[src/rtl/glitch_burst_gen.sv]
`default_nettype none
// ============================================================================
// Module   : glitch_burst_gen
// Purpose  : Armed, edge-triggered glitch burst generator. After an arm
//            request the block waits for a synchronised trigger edge, then
//            issues N pulses of W cycles separated by G low cycles, starting
//            cfg_delay cycles after the edge is detected.
// Revision : 1.0 - initial release
// ============================================================================
module glitch_burst_gen #(
    parameter int CNT_W       = 32,
    parameter int NPULSE_W    = 8,
    parameter int SYNC_STAGES = 2     // must be at least 2
) (
    input  logic                CLK,
    input  logic                RESETB,
    input  logic                trigger,
    input  logic                trig_edge,
    input  logic                arm,
    input  logic                abort,
    input  logic [CNT_W-1:0]    cfg_delay,
    input  logic [CNT_W-1:0]    cfg_width,
    input  logic [CNT_W-1:0]    cfg_gap,
    input  logic [NPULSE_W-1:0] cfg_count,
    output logic                glitch,
    output logic                armed,
    output logic                busy,
    output logic                done
);

    localparam logic [CNT_W-1:0]    C_CNT_ONE = CNT_W'(1);
    localparam logic [NPULSE_W-1:0] C_NP_ONE  = NPULSE_W'(1);

    typedef enum logic [2:0] {
        S_IDLE  = 3'd0,
        S_ARMED = 3'd1,
        S_DELAY = 3'd2,
        S_PULSE = 3'd3,
        S_GAP   = 3'd4,
        S_DONE  = 3'd5
    } state_t;

    state_t                 state_q, state_d;
    logic [SYNC_STAGES-1:0] sync_q,  sync_d;
    logic                   prev_q,  prev_d;
    logic                   edge_q,  edge_d;
    logic [CNT_W-1:0]       delay_q, delay_d;
    logic [CNT_W-1:0]       width_q, width_d;
    logic [CNT_W-1:0]       gap_q,   gap_d;
    logic [NPULSE_W-1:0]    count_q, count_d;
    logic [CNT_W-1:0]       cnt_q,   cnt_d;
    logic [NPULSE_W-1:0]    left_q,  left_d;
    logic                   glitch_q, glitch_d;
    logic                   w_level;
    logic                   w_detect;

    // Edge detect on the synchronised level against its previous value;
    // a level that is merely present (no transition) never fires.
    always_comb begin
        w_level  = sync_q[SYNC_STAGES-1];
        w_detect = edge_q ? (w_level & ~prev_q) : (~w_level & prev_q);
    end

    // Next-state, counter and config-latch logic; abort overrides everything.
    always_comb begin
        state_d  = state_q;
        sync_d   = {sync_q[SYNC_STAGES-2:0], trigger};
        prev_d   = sync_q[SYNC_STAGES-1];
        edge_d   = edge_q;
        delay_d  = delay_q;
        width_d  = width_q;
        gap_d    = gap_q;
        count_d  = count_q;
        cnt_d    = cnt_q;
        left_d   = left_q;

        case (state_q)
            S_IDLE: begin
                if (arm) begin
                    // Zero width/gap/count are stored as 1 so the burst
                    // logic never has to special-case them.
                    delay_d = cfg_delay;
                    width_d = (cfg_width == '0) ? C_CNT_ONE : cfg_width;
                    gap_d   = (cfg_gap   == '0) ? C_CNT_ONE : cfg_gap;
                    count_d = (cfg_count == '0) ? C_NP_ONE  : cfg_count;
                    edge_d  = trig_edge;
                    state_d = S_ARMED;
                end
            end
            S_ARMED: begin
                if (w_detect) begin
                    left_d = count_q;
                    if (delay_q == '0) begin
                        state_d = S_PULSE;
                        cnt_d   = width_q;
                    end else begin
                        state_d = S_DELAY;
                        cnt_d   = delay_q;
                    end
                end
            end
            S_DELAY: begin
                if (cnt_q <= C_CNT_ONE) begin
                    state_d = S_PULSE;
                    cnt_d   = width_q;
                end else begin
                    cnt_d = cnt_q - C_CNT_ONE;
                end
            end
            S_PULSE: begin
                if (cnt_q <= C_CNT_ONE) begin
                    left_d = left_q - C_NP_ONE;
                    if (left_q <= C_NP_ONE) begin
                        state_d = S_DONE;
                    end else begin
                        state_d = S_GAP;
                        cnt_d   = gap_q;
                    end
                end else begin
                    cnt_d = cnt_q - C_CNT_ONE;
                end
            end
            S_GAP: begin
                if (cnt_q <= C_CNT_ONE) begin
                    state_d = S_PULSE;
                    cnt_d   = width_q;
                end else begin
                    cnt_d = cnt_q - C_CNT_ONE;
                end
            end
            S_DONE:  state_d = S_IDLE;
            default: state_d = S_IDLE;
        endcase

        if (abort) begin
            state_d = S_IDLE;
            cnt_d   = '0;
            left_d  = '0;
        end

        glitch_d = (state_d == S_PULSE);
    end

    // State, synchroniser and datapath registers with asynchronous reset.
    always_ff @(posedge CLK or negedge RESETB) begin
        if (!RESETB) begin
            state_q  <= S_IDLE;
            sync_q   <= '0;
            prev_q   <= 1'b0;
            edge_q   <= 1'b0;
            delay_q  <= '0;
            width_q  <= '0;
            gap_q    <= '0;
            count_q  <= '0;
            cnt_q    <= '0;
            left_q   <= '0;
            glitch_q <= 1'b0;
        end else begin
            state_q  <= state_d;
            sync_q   <= sync_d;
            prev_q   <= prev_d;
            edge_q   <= edge_d;
            delay_q  <= delay_d;
            width_q  <= width_d;
            gap_q    <= gap_d;
            count_q  <= count_d;
            cnt_q    <= cnt_d;
            left_q   <= left_d;
            glitch_q <= glitch_d;
        end
    end

    assign glitch = glitch_q;
    assign armed  = (state_q == S_ARMED);
    assign busy   = (state_q == S_DELAY) || (state_q == S_PULSE) || (state_q == S_GAP);
    assign done   = (state_q == S_DONE);

endmodule
`default_nettype wire

[config.mk]
export PLATFORM = sky130hd
export DESIGN_NAME = glitch_burst_gen
export DESIGN_NICKNAME = d
export VERILOG_FILES = /design/src/rtl/glitch_burst_gen.sv
export SDC_FILE = /design/constraint.sdc
export NUM_CORES = 1
export LEC_CHECK = 0
export ABC_AREA = 0
export CORE_AREA = 8 8 163 104
export DETAILED_ROUTE_END_ITERATION = 10
export DIE_AREA = 0 0 171 112
export PLACE_DENSITY = 0.87
export SLEW_MARGIN = 20
export SYNTH_ARGS = -nofsm -noshare
export SYNTH_HDL_FRONTEND = slang
export SYNTH_SLANG_ARGS = --single-unit
[constraint.sdc]
create_clock -name CLK -period 2.6 [get_ports CLK]
set_clock_uncertainty 0.05 [all_clocks]
set_input_delay 0.52 -clock CLK [delete_from_list [all_inputs] [get_ports CLK]]
set_output_delay 0.52 -clock CLK [all_outputs]
set_load 0.005 [all_outputs]
==> results of run 1 <==
state kept, by name (all words and copies together) (netlist names):
signal / flops
cnt_q: 32
delay_q: 32
gap_q: 32
width_q: 32
count_q: 8
left_q: 8
state_q: 3
sync_q: 2
edge_q: 1
glitch: 1
prev_q: 1
through the flow:
step / hold slack (ps) / cell area, um2 / instances
floorplan: 174 / 7810 / 689
global placement: 297 / 9350 / 1003
finish: 323 / 10000 / 1036
CTS: 313 / 9990 / 1036
detailed placement: 299 / 9350 / 1003
global route: 321 / 10000 / 1036
power groups by stage:
stage / Clock (W) / Combinational, W / Sequential, W
CTS: 0.00264 / 0.00223 / 0.00321
finish: 0.00265 / 0.00228 / 0.00324
floorplan: 0 / 0.00148 / 0.00306
global placement: 0 / 0.00212 / 0.00322
global route: 0.00274 / 0.00244 / 0.00327
detailed placement: 0 / 0.00218 / 0.00324
cell families after synthesis:
kind of cell / Yosys count / synth area share
AO/OA/AOI/OAI: 193 / 0.174
XOR/XNOR: 20 / 0.0224
adder cells (fa/ha/maj): 4 / 0.00641
buffers and inverters: 51 / 0.0325
flip-flops: 152 / 0.487
multiplexers: 102 / 0.147
AND/OR/NAND/NOR: 167 / 0.130
cell type report:
class | count | area, um2
fill | 1025 | 4710
sequential | 152 | 3800
clock buffer | 17 | 425
clock inverter | 15 | 205
multi-input combinational | 486 | 3780
tap | 203 | 254
timing repair buffer | 152 | 1490
inverter | 11 | 42.5
per-layer routing:
metal / GRT usage / up-vias / part of all wire
met5: 0.0163 / - / 0.0015
li1: - / 2937 / -
met4: 0.0848 / 2 / 0.023
met2: 0.354 / 518 / 0.43
met1: 0.355 / 3358 / 0.42
met3: 0.0926 / 47 / 0.13
cell usage in the layout (no fill, tap or decap), types with 3 or more instances in the layout:
cell type / instances
o31ai_1: 4
clkbuf_16: 17
buf_12: 5
a21oi_1: 48
nor2_1: 33
a211oi_1: 7
ha_1: 4
xor2_1: 9
nand4_1: 10
mux2_2: 102
nor4_2: 7
nand2_1: 21
inv_6: 4
o21ai_0: 44
nor3_1: 15
o221a_2: 4
o22ai_1: 3
clkdlybuf4s50_1: 112
a221oi_1: 20
inv_8: 4
inv_1: 10
buf_4: 33
nor4b_2: 3
a22oi_1: 21
nor4_1: 32
xnor2_1: 11
nand3_1: 8
clkinv_8: 3
and3_1: 5
nor3b_1: 3
nor2_2: 3
a32o_1: 4
dfrtp_1: 152
a31oi_1: 10
nor2b_1: 3
worst min-delay path by stage:
stage | start | depth (start not counted) | end | slack [ps]
after global placement | sync_q[0]$_DFF_PN0_ | 0 | sync_q[1]$_DFF_PN0_ | 300
after global routing | sync_q[0]$_DFF_PN0_ | 0 | sync_q[1]$_DFF_PN0_ | 320
after detailed placement | sync_q[0]$_DFF_PN0_ | 0 | sync_q[1]$_DFF_PN0_ | 300
final | sync_q[0]$_DFF_PN0_ | 0 | sync_q[1]$_DFF_PN0_ | 320
after floorplan | RESETB | 0 | cnt_q[0]$_DFFE_PN0P_ | 170
after CTS | sync_q[0]$_DFF_PN0_ | 0 | sync_q[1]$_DFF_PN0_ | 310
timing repair:
item	in CTS	in global routing
hold buffers	1	0
endpoints found under the hold margin	34	0
pin swaps	0	0
resized for setup	1	3
endpoints found under the setup margin	1	6
worst max-delay path: cells and delay by family, from the launching register on:
kind               cells  cell delay, ps
DFF                    1             420
and+or+nand+nor        4            1340
AOI/OAI and AO/OA      2             620
==> flow_metrics.py, run 1 <==
metrics = {
    "critical_path": {
        "worstSetupEndpoint": "cnt_q[8]$_DFFE_PN0P_",
        "cp-start-kind": "flop",
        "r2r_start": "delay_q[16]$_DFFE_PN0P_",
        "critical_path_arrival_ps": 2820,
        "required_ps": 2850,
        "worstSetupEndpointType": "flop",
        "setup.worst_path.class": "reg -> reg",
        "crit_chain": "nor4_1 -> and4_1 -> and2_1 -> nor2_2 -> a221oi_1 -> a21oi_1",
        "timing.rr.end": "cnt_q[8]$_DFFE_PN0P_",
        "critical-path-max-stage-delay_ps": 490,
        "slowest_stage": "a221oi_1",
        "rrSetupSlack_ps": 40,
        "r2r_cells": 6,
        "cp_max_fo": 17,
        "startpoint": "delay_q[16]$_DFFE_PN0P_",
    },
    "yosys": {
        "yosysWarnings": 0,
        "avgSynthCellArea_um2": 11.3,
        "synth_seq_cells": 152,
        "syn_nets": 803,
        "ys_top_cells_by_area": "dfrtp_1, mux2_2, a21oi_1",
        "synth_ff_type": "dfrtp_1",
        "synth_common_cells": "dfrtp_1, mux2_2, a21oi_1",
        "postSynthCellCount": 689,
        "yosysTopAreaCellShare": 0.487,
        "async_reset_ff_frac": 1.00,
        "ys_types": 75,
        "synth_edf_count": 0,
        "yosysMostFrequentCell": "dfrtp_1",
        "synth_top_cell_by_area": "dfrtp_1",
        "netlist_area_um2": 7810,
        "yosysSeqAreaShare": 0.487,
    },
    "timing": {
        "setup_viol_count_final": 0,
        "timing.final.crit_share": 0.986,
        "finalHoldViolCount": 0,
        "relSlewSlack": 0.439,
        "fmax_ghz": 0.390,
        "tightest_slew_ps": 842,
        "grt_setup_unrepaired": "true",
        "setup_slack_ps": 35.6,
        "slew_violations": 0,
        "finalCriticalPeriod_ps": 2560,
        "tns_ps": 0,
    },
    "floorplan": {
        "die_x_um": 171,
        "rows": 35,
        "dieArea_um2": 19200,
        "floorplan.die.height_um": 112,
        "start_util": 0.531,
        "num_io_pins": 114,
        "core_um2": 14700,
    },
    "power": {
        "clkPwrFrac": 0.324,
        "combPwrFrac": 0.279,
        "leakage_nw": 3.98,
        "finalPower_w": 0.00818,
        "p_switching_w": 0.00281,
        "switching_share": 0.344,
        "p_int_w": 0.00536,
        "seqPwrFrac": 0.397,
        "power_density_nw_per_um2": 817,
        "ir_drop_uv": 463,
    },
    "detailed_routing": {
        "avgViaCountPerCell": 6.62,
        "antenna_left": 0,
        "wl_per_cell_um": 23.3,
        "vias": 6862,
        "drcViolationCount": 0,
        "dr.first_iter.drc_count": 859,
        "routed_wl_mm": 24.1,
        "firstDrtPassIters": 5,
    },
    "layout": {
        "diodes": 0,
        "area.growth.synth_to_final_pct": 28.1,
        "fin_nets": 934,
        "drive_gt1_frac": 0.256,
        "finish.utilization": 0.680,
    },
    "global_route": {
        "track_usage": 0.254,
        "grt-ovfl-total": 0,
        "antenna_found_initial": 0,
        "grt_pass1_wl_mm": 38.3,
        "grt_pass1_vias": 6921,
        "grt_max_degree": 80,
    },
    "cts": {
        "postCtsSetupBuffers": 0,
        "clock_latency_ps": 430,
        "path_clk_slew_ps": 70,
        "ctsLongestPathBuffers": 2,
        "cts_root_buf": "clkbuf_16",
        "h-tree-depth": 4,
        "cts_sinks": 152,
        "cts_tree": "done",
        "cts_buffers": 17,
    },
    "place": {
        "port_buffers": 113,
        "place.gp.congestion": 0.967,
        "post-dp-hpwl_mm": 17.1,
        "preCtsSetupSlack_ps": 212,
    },
    "run": {
        "cap_violations": 0,
    },
    "hold_path": {
        "min_path_type": "reg -> reg",
    },
    "status": {
        "status": "complete, no violations",
    },
}
Power figures use the tool's default switching activity.
==> run 2: changes to the inputs <==
- CELL_PAD_IN_SITES_DETAIL_PLACEMENT: unset -> 0
- CELL_PAD_IN_SITES_GLOBAL_PLACEMENT: unset -> 2
- CORE_AREA: 8 8 163 104 -> 8 8 200 126
- DIE_AREA: 0 0 171 112 -> 0 0 208 134
- PLACE_DENSITY: 0.87 -> 0.86
==> run 2 against run 1 <==
- the flow now finishes with violations (hold timing)
- via count shrank 4.6%
- cell count increased by 10%
- sequential power about the same
- worst hold slack got worse by 330 ps
- first-iteration DRC count fell by 39%
- largest power group unchanged
==> flow_metrics.py, run 2 (synthesized netlist as in run 1, its figures left out) <==
metrics = {
    "layout": {
        "drive_gt1_frac": 0.270,
        "fin_nets": 950,
        "area.growth.synth_to_final_pct": 31.1,
        "finish.utilization": 0.457,
        "layout_common_cells": "dfrtp_1, clkdlybuf4s50_1, mux2_2",
        "final_common_cell": "dfrtp_1",
        "diodes": 0,
        "n_fill_cell": 2109,
    },
    "floorplan": {
        "floorplan.die.height_um": 134,
        "core_um2": 22400,
        "rows": 43,
        "die_x_um": 208,
        "num_io_pins": 114,
        "start_util": 0.349,
        "dieArea_um2": 27900,
    },
    "detailed_routing": {
        "antenna_left": 0,
        "highest_layer": "met4",
        "dr_wl_met2_mm": 9.68,
        "routed_wl_mm": 25.2,
        "wl_per_cell_um": 22.1,
        "avgViaCountPerCell": 5.74,
        "drcViolationCount": 0,
        "wl_met1_mm": 13.4,
        "wl_met3_mm": 1.84,
        "firstDrtPassIters": 5,
        "dr.first_iter.drc_count": 525,
        "vias": 6549,
    },
    "cts": {
        "cts_root_buf": "clkbuf_16",
        "ctsLongestPathBuffers": 2,
        "h-tree-depth": 4,
        "clock_latency_ps": 430,
        "path_clk_slew_ps": 70,
        "postCtsHoldBufs": 0,
        "cts_tree": "done",
        "cts_sinks": 152,
        "cts_buffers": 17,
    },
    "power": {
        "leakage_nw": 4.05,
        "p_switching_w": 0.00280,
        "ir_drop_uv": 439,
        "p_int_w": 0.00522,
        "seqPwrFrac": 0.405,
        "switching_share": 0.349,
        "power_density_nw_per_um2": 783,
        "clkPwrFrac": 0.308,
        "combPwrFrac": 0.287,
    },
    "timing": {
        "tns_ps": 0,
        "tightest_slew_ps": 782,
        "timing.final.crit_share": 0.962,
        "slew_violations": 0,
        "setup_slack_ps": 97.5,
        "setup_viol_count_final": 0,
        "finalHoldViolCount": 6,
        "relSlewSlack": 0.478,
        "fmax_ghz": 0.400,
        "hold_slack_ps": -6.61,
        "finalCriticalPeriod_ps": 2500,
        "grt_setup_unrepaired": "false",
    },
    "critical_path": {
        "cp-start-kind": "flop",
        "setup.worst_path.class": "reg -> reg",
        "startpoint": "delay_q[0]$_DFFE_PN0P_",
        "timing.rr.end": "cnt_q[4]$_DFFE_PN0P_",
        "critical_path_arrival_ps": 2800,
        "r2r_cells": 7,
        "worstSetupEndpointType": "flop",
        "required_ps": 2890,
        "r2r_start": "delay_q[0]$_DFFE_PN0P_",
        "rrSetupSlack_ps": 100,
        "cp_max_fo": 17,
    },
    "place": {
        "post-dp-hpwl_mm": 19.1,
        "preCtsSetupSlack_ps": 214,
        "place.gp.congestion": 0.878,
        "port_buffers": 113,
    },
    "global_route": {
        "grt_pass1_vias": 6482,
        "grt_max_degree": 60,
        "grt-ovfl-total": 0,
        "track_usage": 0.180,
        "grt_pass1_wl_mm": 39.3,
        "antenna_found_initial": 0,
    },
    "hold_path": {
        "min_path_type": "in -> async",
    },
    "run": {
        "cap_violations": 0,
    },
    "status": {
        "status": "finished, violations left",
        "violations": "hold timing",
    },
}
run 2: worst max path at each step:
| stage | end | slack (ps) | depth (start not counted) |
|---|---|---|---|
| floorplan | cnt_q[26]$_DFFE_PN0P_ | 280 | 8 |
| global placement | count_q[5]$_DFFE_PN0P_ | 230 | 5 |
| detailed placement | cnt_q[0]$_DFFE_PN0P_ | 210 | 8 |
| CTS | busy | 80 | 4 |
| global route | cnt_q[7]$_DFFE_PN0P_ | 20 | 7 |
| finish | cnt_q[4]$_DFFE_PN0P_ | 100 | 7 |
run 2: per-stage QoR:
stage,instances,power (W),instance area [um2]
5_1_grt,1141,0.00839,10200
4_1_cts,1141,0.00803,10200
3_3_place_gp,1109,0.00553,9640
6_report,1141,0.00802,10200
3_5_place_dp,1109,0.00554,9640
2_1_floorplan,689,0.00454,7810
run 2: per-layer routing:
metal	up-vias	global-route usage
met3	20	0.0450
met5	-	0
li1	2967	-
met2	271	0.229
met4	0	0.0471
met1	3291	0.288
run 2: power by group through the flow:
stage | logic [W] | clock network [W] | registers (W)
floorplan | 0.00148 | 0 | 0.00306
detailed placement | 0.00227 | 0 | 0.00327
finish | 0.00230 | 0.00247 | 0.00325
global route | 0.00248 | 0.00261 | 0.00329
CTS | 0.00229 | 0.00251 | 0.00323
global placement | 0.00225 | 0 | 0.00327
run 2: final cells by class:
type                       instances  area [um2]  share of cell area
tap                              292         365              0.0357
sequential                       152        3800               0.372
clock inverter                    15         174              0.0170
inverter                          11        41.3             0.00403
clock buffer                      17         425              0.0415
timing repair buffer             168        1660               0.162
multi-input combinational        486        3770               0.368
run 2: repair_timing:
action,CTS,global route
gates resized for setup,0,3
buffers inserted,0,0
setup endpoints to repair,0,2
run 2: worst max-delay path: stages, from the launching register on:
cell and delay (ps):
dfrtp_1 500, nor4_1 100, and4_1 270, and2_2 280, nor2_2 620, a221oi_1 220, buf_4 220, a21oi_1 140
